## config.mk

```make
export PLATFORM = sky130hd
export DESIGN_NAME = clint
export DESIGN_NICKNAME = d
export VERILOG_FILES = /design/src/rtl/clint_pkg.sv /design/src/rtl/clint_timer.sv /design/src/rtl/clint.sv
export SDC_FILE = /design/constraint.sdc
export NUM_CORES = 1
export LEC_CHECK = 0
export ABC_AREA = 1
export ABC_CLOCK_PERIOD_IN_PS = 1700
export CAP_MARGIN = 20
export CORE_MARGIN = 2
export CORE_UTILIZATION = 53
export CTS_CLUSTER_SIZE = 10
export DETAILED_ROUTE_END_ITERATION = 8
export PLACE_DENSITY = 0.77
export SLEW_MARGIN = 0
export SYNTH_ARGS = -nofsm -noshare
export SYNTH_HDL_FRONTEND = slang
export SYNTH_SLANG_ARGS = --single-unit
```

## constraint.sdc

```tcl
create_clock -name clk -period 1.7 [get_ports clk]
set_input_delay 0.34 -clock clk [delete_from_list [all_inputs] [get_ports clk]]
set_output_delay 0.34 -clock clk [all_outputs]
set_load 0.02 [all_outputs]
```

## src/rtl/clint_pkg.sv

```systemverilog
// Core-local interruptor shared definitions.
// Register offsets, reset constants and byte-lane merge helper.
package clint_pkg;

  localparam logic [15:0] CLINT_MSIP        = 16'h0000;
  localparam logic [15:0] CLINT_MTIMECMP_LO = 16'h4000;
  localparam logic [15:0] CLINT_MTIMECMP_HI = 16'h4004;
  localparam logic [15:0] CLINT_MTIME_LO    = 16'hBFF8;
  localparam logic [15:0] CLINT_MTIME_HI    = 16'hBFFC;

  localparam logic [63:0] CLINT_MTIMECMP_RST = 64'hFFFF_FFFF_FFFF_FFFF;

  function automatic logic [31:0] be_merge(
    input logic [31:0] old_v,
    input logic [31:0] new_v,
    input logic [3:0]  be
  );
    logic [31:0] r;
    for (int i = 0; i < 4; i++) begin
      r[8*i +: 8] = be[i] ? new_v[8*i +: 8] : old_v[8*i +: 8];
    end
    return r;
  endfunction

endpackage

```

## src/rtl/clint_timer.sv

```systemverilog
// Machine timer: prescaler plus 64-bit mtime counter.
// Bus writes to either half override the tick for that cycle.
module clint_timer
  import clint_pkg::*;
#(
  parameter int unsigned TICK_DIV = 1
) (
  input  logic        clk_i,
  input  logic        rst_i,
  input  logic        wr_lo_i,
  input  logic        wr_hi_i,
  input  logic [31:0] wdata_i,
  input  logic [3:0]  be_i,
  output logic [63:0] mtime_o
);

  logic        tick;
  logic [63:0] mtime_q, mtime_d;

  generate
    if (TICK_DIV <= 1) begin : g_nodiv
      assign tick = 1'b1;
    end else begin : g_div
      localparam int CW = $clog2(TICK_DIV);
      localparam logic [CW-1:0] LAST = CW'(TICK_DIV - 1);
      logic [CW-1:0] cnt_q, cnt_d;

      assign tick = (cnt_q == LAST);

      // Prescaler wraps after TICK_DIV cycles
      always_comb begin
        cnt_d = tick ? '0 : cnt_q + CW'(1);
      end

      // Prescaler register
      always_ff @(posedge clk_i) begin
        if (rst_i) cnt_q <= '0;
        else       cnt_q <= cnt_d;
      end
    end
  endgenerate

  // Write to a half wins; otherwise count on tick
  always_comb begin
    mtime_d = mtime_q;
    if (wr_lo_i) begin
      mtime_d[31:0] = be_merge(mtime_q[31:0], wdata_i, be_i);
    end else if (wr_hi_i) begin
      mtime_d[63:32] = be_merge(mtime_q[63:32], wdata_i, be_i);
    end else if (tick) begin
      mtime_d = mtime_q + 64'd1;
    end
  end

  // mtime register
  always_ff @(posedge clk_i) begin
    if (rst_i) mtime_q <= '0;
    else       mtime_q <= mtime_d;
  end

  assign mtime_o = mtime_q;

endmodule

```

## src/rtl/clint.sv

```systemverilog
// Core-local interruptor top: decode, readback, mtimecmp/msip.
// Drives registered software and timer interrupt lines.
module clint
  import clint_pkg::*;
#(
  parameter int ADDR_W   = 16,
  parameter int TICK_DIV = 1
) (
  input  logic              clk,
  input  logic              rst,
  input  logic              bus_read,
  input  logic              bus_write,
  input  logic [ADDR_W-1:0] bus_address,
  input  logic [31:0]       bus_writedata,
  input  logic [3:0]        bus_byteenable,
  output logic [31:0]       bus_readdata,
  output logic              bus_readdatavalid,
  output logic              software_interrupt,
  output logic              timer_interrupt
);

  logic [ADDR_W-1:0] word_addr;
  logic              hit_msip, hit_cmp_lo, hit_cmp_hi;
  logic              hit_mt_lo, hit_mt_hi;
  logic [63:0]       mtime;
  logic              msip_q, msip_d;
  logic [63:0]       mtimecmp_q, mtimecmp_d;
  logic [31:0]       rdata_q, rdata_d, rmux;
  logic              rvalid_q, sw_q, ti_q;

  assign word_addr  = bus_address & ~ADDR_W'(3);
  assign hit_msip   = (word_addr == ADDR_W'(CLINT_MSIP));
  assign hit_cmp_lo = (word_addr == ADDR_W'(CLINT_MTIMECMP_LO));
  assign hit_cmp_hi = (word_addr == ADDR_W'(CLINT_MTIMECMP_HI));
  assign hit_mt_lo  = (word_addr == ADDR_W'(CLINT_MTIME_LO));
  assign hit_mt_hi  = (word_addr == ADDR_W'(CLINT_MTIME_HI));

  clint_timer #(
    .TICK_DIV(TICK_DIV)
  ) u_timer (
    .clk_i  (clk),
    .rst_i  (rst),
    .wr_lo_i(bus_write & hit_mt_lo),
    .wr_hi_i(bus_write & hit_mt_hi),
    .wdata_i(bus_writedata),
    .be_i   (bus_byteenable),
    .mtime_o(mtime)
  );

  // Readback from registered state, so read+write sees old data
  always_comb begin
    rmux = '0;
    unique case (1'b1)
      hit_msip:   rmux = {31'b0, msip_q};
      hit_cmp_lo: rmux = mtimecmp_q[31:0];
      hit_cmp_hi: rmux = mtimecmp_q[63:32];
      hit_mt_lo:  rmux = mtime[31:0];
      hit_mt_hi:  rmux = mtime[63:32];
      default:    rmux = '0;
    endcase
  end

  // Next state for msip, mtimecmp and read data holding
  always_comb begin
    msip_d     = msip_q;
    mtimecmp_d = mtimecmp_q;
    rdata_d    = bus_read ? rmux : rdata_q;
    if (bus_write && hit_msip && bus_byteenable[0]) begin
      msip_d = bus_writedata[0];
    end
    if (bus_write && hit_cmp_lo) begin
      mtimecmp_d[31:0] =
        be_merge(mtimecmp_q[31:0], bus_writedata, bus_byteenable);
    end
    if (bus_write && hit_cmp_hi) begin
      mtimecmp_d[63:32] =
        be_merge(mtimecmp_q[63:32], bus_writedata, bus_byteenable);
    end
  end

  // State and registered interrupt outputs
  always_ff @(posedge clk) begin
    if (rst) begin
      msip_q     <= 1'b0;
      mtimecmp_q <= CLINT_MTIMECMP_RST;
      rdata_q    <= '0;
      rvalid_q   <= 1'b0;
      sw_q       <= 1'b0;
      ti_q       <= 1'b0;
    end else begin
      msip_q     <= msip_d;
      mtimecmp_q <= mtimecmp_d;
      rdata_q    <= rdata_d;
      rvalid_q   <= bus_read;
      sw_q       <= msip_q;
      ti_q       <= (mtime >= mtimecmp_q);
    end
  end

  assign bus_readdata       = rdata_q;
  assign bus_readdatavalid  = rvalid_q;
  assign software_interrupt = sw_q;
  assign timer_interrupt    = ti_q;

endmodule

```

==> flow_summary_export.csv, run 1 <==
group,metric,value,unit
sta,drv_slew,0,
sta,grt_setup_unrepaired,"yes",
global_route,grt_pass1_wl,71800,um
sta,skew,0.0107,ns
global_route,antenna_found_initial,0,
worst_hold_path,hold_class,"input pin to register",
layout,nFillCells,1617,
worst_hold_path,hold_depth,4,
worst_setup_path,required,2.07,ns
worst_setup_path,start_kind,"register",
outcome,violations,"negative setup slack",
sta,period_minus_slack,1.81,ns
synthesis,async_flop_share,0,
cts,cts.clk_slew.worst_paths,0.07,ns
cts,cts_tree,"built",
worst_hold_path,worstHoldEndpoint,"msip_q$_SDFFE_PP0P_",
cts,worst_skew_pair.late_latency,0.44,ns
layout,postLayoutCoreUtil,0.783,
global_route,grt_max_degree,90,
cts,cts-root-buf,"clkbuf_16",
synthesis,synth-seq-cells,164,
floorplanning,die_h,150,um
routing,final_antenna_net_count,0,
floorplanning,rows,53,
synthesis,ys.flop_type,"dfxtp_1",
synthesis,ys.warnings.count,0,
layout,insertedDiodeCount,0,
cts,clk_path_buf_depth,2,
global_route,grt_use_total,0.418,
routing,dr.pass1.iters,6,
layout,final_cells,2500,
worst_setup_path,reg2reg_to,"u_timer.mtime_o[20]$_SDFFE_PP0P_",
power,p_leak,8.29,nW
worst_setup_path,critical_path_peak_fanout,5,
placement,dp.cells,2448,
placement,hpwl,35800,um
synthesis,avgSynthCellArea,6.03,um2
placement,gp_congestion,1.12,
sta,finalCritPeriodShare,1.07,
floorplanning,core_area,21000,um2
cts,cts_max_level,4,
routing,drt-initial-drc-count,1476,
sta,setup_slack,-0.115,ns
sta,clock.fmax,551,MHz
floorplanning,ioPinCount,91,
run,maxCapViolations,0,
floorplanning,die_w,150,um
sta,worst_pin_slew,0.702,ns
routing,wl,47600,um
worst_setup_path,r2r_cells,9,
global_route,grt_overflow,0,
power,ir_worst_vdd,0.553,mV
power,power,8.29,mW
layout,layout.nets,2333,
synthesis,synth.distinct_cells,36,
routing,vias,14500,
global_route,grt_pass1_vias,13700,
synthesis,synth_edf_count,0,
worst_setup_path,critical_path_class,"register to register",
worst_setup_path,r2r-start,"u_timer.mtime_o[11]$_SDFFE_PP0P_",
layout,final_layout_size_suffix_gt1_frac,0.275,
synthesis,netlist_area,11300,um2
sta,max_slew_margin,0.527,
placement,preCtsSetupSlack,-0.742,ns
worst_setup_path,critPathArrivalTime,2.19,ns
routing,remaining_drc_errors,0,
power,power_density,505,nW/um2
sta,finalHoldWorstSlack,0.367,ns
worst_setup_path,end_kind,"register",
layout,areaGrowthSynthToFinish,45.4,%
floorplanning,die-area,22500,um2
sta,setup_violations,21,
synthesis,yosysSeqAreaShare,0.291,
synthesis,syn_inst,1872,
cts,cts_sinks,164,
worst_setup_path,rrSetupSlack,-0.11,ns
cts,cts_buffers,17,
placement,portBuffers,88,
worst_hold_path,min_from,"bus_address[15]",
synthesis,syn-num-nets,1993,
worst_setup_path,crit_start,"u_timer.mtime_o[11]$_SDFFE_PP0P_",
routing,avgViaCountPerCell,5.81,
outcome,status,"finished, violations left",
routing,avgRoutedWirePerCell,19.1,um
floorplanning,initial_utilization,0.539,
sta,finalHoldViolCount,0,
==> stage by stage <==
stage          cell area (um2)  setup TNS (ns)
2_1_floorplan            11300               0
3_3_place_gp             14600          -76.76
3_5_place_dp             14600          -89.57
4_1_cts                  15800          -0.262
5_1_grt                  16400           -4.51
6_report                 16400           -1.10
==> Yosys cell counts (2+ instances only) <==
cell	n	area share
nor3_2	3	0.0027
nand3b_1	6	0.0040
o21a_1	2	0.0013
nor3_1	11	0.0049
o21ai_0	109	0.048
o22ai_1	32	0.018
o211ai_1	27	0.018
ha_1	65	0.072
inv_2	4	0.0013
xnor2_1	8	0.0062
dfxtp_1	164	0.29
xor2_1	8	0.0062
clkbuf_1	33	0.011
a21oi_1	150	0.067
or2_0	3	0.0017
nand3_1	107	0.047
nor2_4	3	0.0030
buf_1	4	0.0013
nand2_1	608	0.20
nand3_2	3	0.0027
o21ai_1	13	0.0058
o21bai_1	2	0.0013
buf_2	21	0.0093
nand4_1	17	0.0094
o21ai_2	7	0.0054
nand2_2	4	0.0022
nor2_2	3	0.0017
nor2_1	237	0.079
inv_1	209	0.069
clkinv_1	3	0.0010
==> cell type report <==
| type | instances | area (um2) | area share |
|---|---|---|---|
| multi-input combinational | 1433 | 7920 | 0.483 |
| inverter | 216 | 815 | 0.0496 |
| clock inverter | 14 | 145 | 0.00884 |
| timing repair buffer | 380 | 3370 | 0.205 |
| sequential | 164 | 3390 | 0.207 |
| clock buffer | 18 | 429 | 0.0261 |
| tap | 275 | 344 | 0.0210 |
==> sequential cells by signal, indices dropped and copies added, names as in the netlist <==
name	flops
bus_readdata	32
bus_readdatavalid	1
msip_q	1
mtimecmp_q	64
software_interrupt	1
timer_interrupt	1
u_timer.mtime_o	64
==> worst max path at each step <==
stage / end / slack [ns]
after floorplan: u_timer.mtime_o[20]$_SDFFE_PP0P_ / 0.00003
after global placement: u_timer.mtime_o[16]$_SDFFE_PP0P_ / -0.61
after detailed placement: u_timer.mtime_o[20]$_SDFFE_PP0P_ / -0.74
after CTS: u_timer.mtime_o[20]$_SDFFE_PP0P_ / -0.07
after global routing: u_timer.mtime_o[20]$_SDFFE_PP0P_ / -0.19
final: u_timer.mtime_o[20]$_SDFFE_PP0P_ / -0.11
==> per-layer routing <==
metal / part of all wire / GRT usage
met5: 0 / 0
met4: 0.058 / 0.212
met3: 0.11 / 0.0854
met2: 0.45 / 0.684
met1: 0.39 / 0.519
==> power breakdown <==
group / switching (mW) / total [mW] / leakage [nW] / internal (mW)
Combinational: 0.325 / 0.540 / 6.66 / 0.216
Sequential: 0.0110 / 3.83 / 1.35 / 3.82
Clock: 1.85 / 3.92 / 0.278 / 2.07
Total: 2.19 / 8.29 / 8.29 / 6.10
==> logic make-up after synthesis <==
| group | Yosys count | synth area share |
|---|---|---|
| flops | 164 | 0.291 |
| xor+xnor | 16 | 0.0124 |
| fa+ha+maj | 65 | 0.0720 |
| simple gates | 1008 | 0.364 |
| buf+inv | 275 | 0.0941 |
| compound gates | 344 | 0.166 |
==> worst max-delay path, cell delays in order (launching register included) <==
cell and delay, ns:
dfxtp_4 0.40, nand2_1 0.15, nor2_2 0.20, nand2_1 0.14, nor2_4 0.23, nand2_4 0.11, or2_0 0.23, nand3_1 0.09
nand3_2 0.07, a21oi_2 0.12
==> cells in the final DEF (no fill, tap or decap), types with 6 or more instances in the layout <==
master	netlist	routed
nor2_4	3	33
o21ai_1	13	27
nand3_1	107	86
nor3_4	1	7
nand4_1	17	17
a21oi_2	0	9
nand2_1	608	545
nand2_2	4	57
ha_1	65	57
inv_1	209	201
dfxtp_2	0	26
a21oi_1	150	141
buf_6	0	17
nand3b_1	6	6
o21ai_2	7	9
clkdlybuf4s50_1	0	38
nand2_4	0	10
inv_2	4	11
nand3_2	3	18
nor2_1	237	153
xnor2_1	8	7
buf_12	0	23
clkbuf_16	0	17
nor2_2	3	57
ha_4	0	8
o211ai_1	27	27
o22ai_1	32	32
buf_4	1	252
dfxtp_1	164	117
nand3_4	0	6
dlygate4sd2_1	0	43
o21ai_0	109	90
dfxtp_4	0	21
xor2_1	8	8
==> repair_timing <==
| item | CTS | global route |
|---|---|---|
| hold buffers | 0 | 0 |
| pin swaps | 39 | 64 |
| gates cloned | 1 | 0 |
| buffers inserted | 10 | 9 |
| endpoints found under the setup margin | 187 | 80 |
| resized for setup | 236 | 187 |
Note: power is estimated with default switching activity, not from simulation.
==> inputs of run 2 (changes only) <==
CELL_PAD_IN_SITES_DETAIL_PLACEMENT = 1   (was not set)
CELL_PAD_IN_SITES_GLOBAL_PLACEMENT = 1   (was not set)
CORE_UTILIZATION = 37   (was 53)
PLACE_DENSITY = not set   (was 0.77)
PLACE_DENSITY_LB_ADDON = 0.1   (was not set)
==> run 2 against run 1 <==
Fmax decreased by 0.21%. Critical endpoint is now timer_interrupt$_SDFF_PP0_. Largest cell class unchanged. Clock skew increased by 0.0016 ns. Combinational power increased by 16%. The flow still finishes with violations (negative setup slack). Critical path depth unchanged.
==> flow_summary_export.csv, run 2 (synthesis results as in run 1) <==
group,metric,value,unit
placement,gp_congestion,0.975,
layout,layout.nets,2391,
floorplanning,die_h,179,um
routing,final_antenna_net_count,0,
sta,max_slew_margin,0.490,
sta,finalCritPeriodShare,1.07,
outcome,violations,"negative setup slack",
worst_setup_path,crit_start,"u_timer.mtime_o[39]$_SDFFE_PP0P_",
floorplanning,die-area,31900,um2
sta,skew,0.0122,ns
worst_setup_path,max_stage_delay,0.37,ns
outcome,status,"finished, violations left",
sta,drv_slew,0,
cts,clk_path_buf_depth,2,
floorplanning,core_area,29900,um2
sta,period_minus_slack,1.82,ns
worst_setup_path,required,2.05,ns
global_route,grt_pass1_wl,87100,um
routing,wl,60200,um
cts,worst_skew_pair.late_latency,0.47,ns
power,p_leak,9.08,nW
routing,drt-initial-drc-count,998,
cts,cts.clk_slew.worst_paths,0.07,ns
placement,portBuffers,88,
cts,cts-root-buf,"clkbuf_16",
worst_setup_path,cp_top_family,"compound AO/OA/AOI/OAI gates",
layout,regArea,3440,um2
layout,insertedDiodeCount,0,
cts,cts_tree,"built",
global_route,grt_pass1_vias,15300,
sta,clock.fmax,550,MHz
layout,mostFrequentLayoutCells,"nand2_1 (489), buf_4 (278), inv_1 (191), nor2_1 (140), a21oi_1 (125)",
global_route,grt_overflow,0,
floorplanning,rows,63,
power,internal-power,6.36,mW
routing,vias,14900,
power,switchingPower,2.24,mW
floorplanning,initial_utilization,0.378,
power,seqPwrFrac,0.442,
worst_hold_path,min_from,"rst",
worst_setup_path,r2r-start,"u_timer.mtime_o[39]$_SDFFE_PP0P_",
floorplanning,ioPinCount,91,
floorplanning,die_w,179,um
worst_setup_path,end_kind,"register",
routing,avgViaCountPerCell,5.56,
layout,areaGrowthSynthToFinish,60.7,%
run,maxCapViolations,0,
sta,setup_slack,-0.118,ns
power,ir_worst_vdd,0.624,mV
worst_setup_path,critical_path_class,"register to register",
global_route,grt_use_total,0.365,
cts,cts_max_level,4,
worst_setup_path,start_kind,"register",
worst_hold_path,hold_class,"input pin to register",
routing,dr.pass1.iters,5,
sta,grt_setup_unrepaired,"yes",
layout,final_common_cell,"nand2_1",
global_route,antenna_found_initial,0,
power,clkPwrFrac,0.485,
worst_setup_path,crit_buf_inv,1,
power,p_sw_frac,0.260,
global_route,grt_max_degree,53,
cts,cts_buffers,17,
cts,cts_hold_buf,0,
sta,tns,-0.886,ns
worst_setup_path,critical_path_peak_fanout,4,
sta,finalHoldViolCount,0,
placement,hpwl,43900,um
worst_setup_path,critPathArrivalTime,2.17,ns
power,power_density,474,nW/um2
sta,finalHoldWorstSlack,0.353,ns
cts,cts_sinks,164,
routing,avgRoutedWirePerCell,22.5,um
sta,setup_violations,23,
worst_setup_path,cp_slowest_cell,"dfxtp_4",
layout,nFillCells,3815,
sta,worst_pin_slew,0.757,ns
routing,remaining_drc_errors,0,
worst_setup_path,cp_cell_sequence,"buf_4, ha_1, a21oi_1, o21a_1, nand2_1, nand2_1, nand2_2, a21oi_2, a21oi_1",
layout,final_layout_size_suffix_gt1_frac,0.356,
layout,multi_input_area,8790,um2
power,p_comb_frac,0.073,
run 2: through the flow:
stage	setup WS [ns]	instances	util	power, mW	instance area, um2
after floorplan	0.0000318	1872	-	4.12	11300
after global placement	-0.625	2609	0.507	4.48	15200
after CTS	-0.0391	2661	0.572	8.61	17100
after global routing	-0.184	2673	0.607	8.79	18100
final	-0.118	2673	0.607	8.60	18100
after detailed placement	-0.779	2609	0.507	4.50	15200
run 2: path summary, 6_finish.rpt:
path                                                    endpoint  slack [ns]  cells past startpoint
worst min-delay path            u_timer.mtime_o[25]$_SDFFE_PP0P_        0.35                      3
worst max-delay path                  timer_interrupt$_SDFF_PP0_       -0.12                      9
worst min register to register     bus_readdata[25]$_SDFFE_PP0P_        0.46                      2
worst max register to register        timer_interrupt$_SDFF_PP0_       -0.12                      9
run 2: cell type report:
cell class | instances | area share
multi-input cells | 1433 | 0.484
repair buffers | 437 | 0.220
flip-flops and latches | 164 | 0.190
inverters | 216 | 0.0452
well taps | 390 | 0.0269
clock buffers | 17 | 0.0234
clock inverters | 15 | 0.0100
repair inverters | 1 | 0.000414
run 2: metal layers:
metal,GRT usage,up-vias,routed length (um)
met2,0.626,528,29000
li1,-,6853,-
met1,0.450,7317,25400
met5,0,-,0
met4,0.167,0,2830
met3,0.0534,167,3040
run 2: worst min-delay path: stages:
cell and delay, ns:
buf_4 0.14, buf_12 0.24, a21oi_2 0.05
run 2: what timing repair did:
| action | CTS | global route |
|---|---|---|
| endpoints found under the setup margin | 191 | 77 |
| buffers inserted | 18 | 14 |
| gates cloned | 3 | 0 |
| gates resized for setup | 380 | 285 |
| pin swaps | 72 | 105 |
run 2: power by group through the flow:
stage	clock network, mW	logic, mW	registers (mW)
floorplan	0	0.175	3.95
global placement	0	0.539	3.94
detailed placement	0	0.553	3.94
CTS	4.20	0.585	3.82
global route	4.33	0.653	3.81
finish	4.17	0.624	3.81
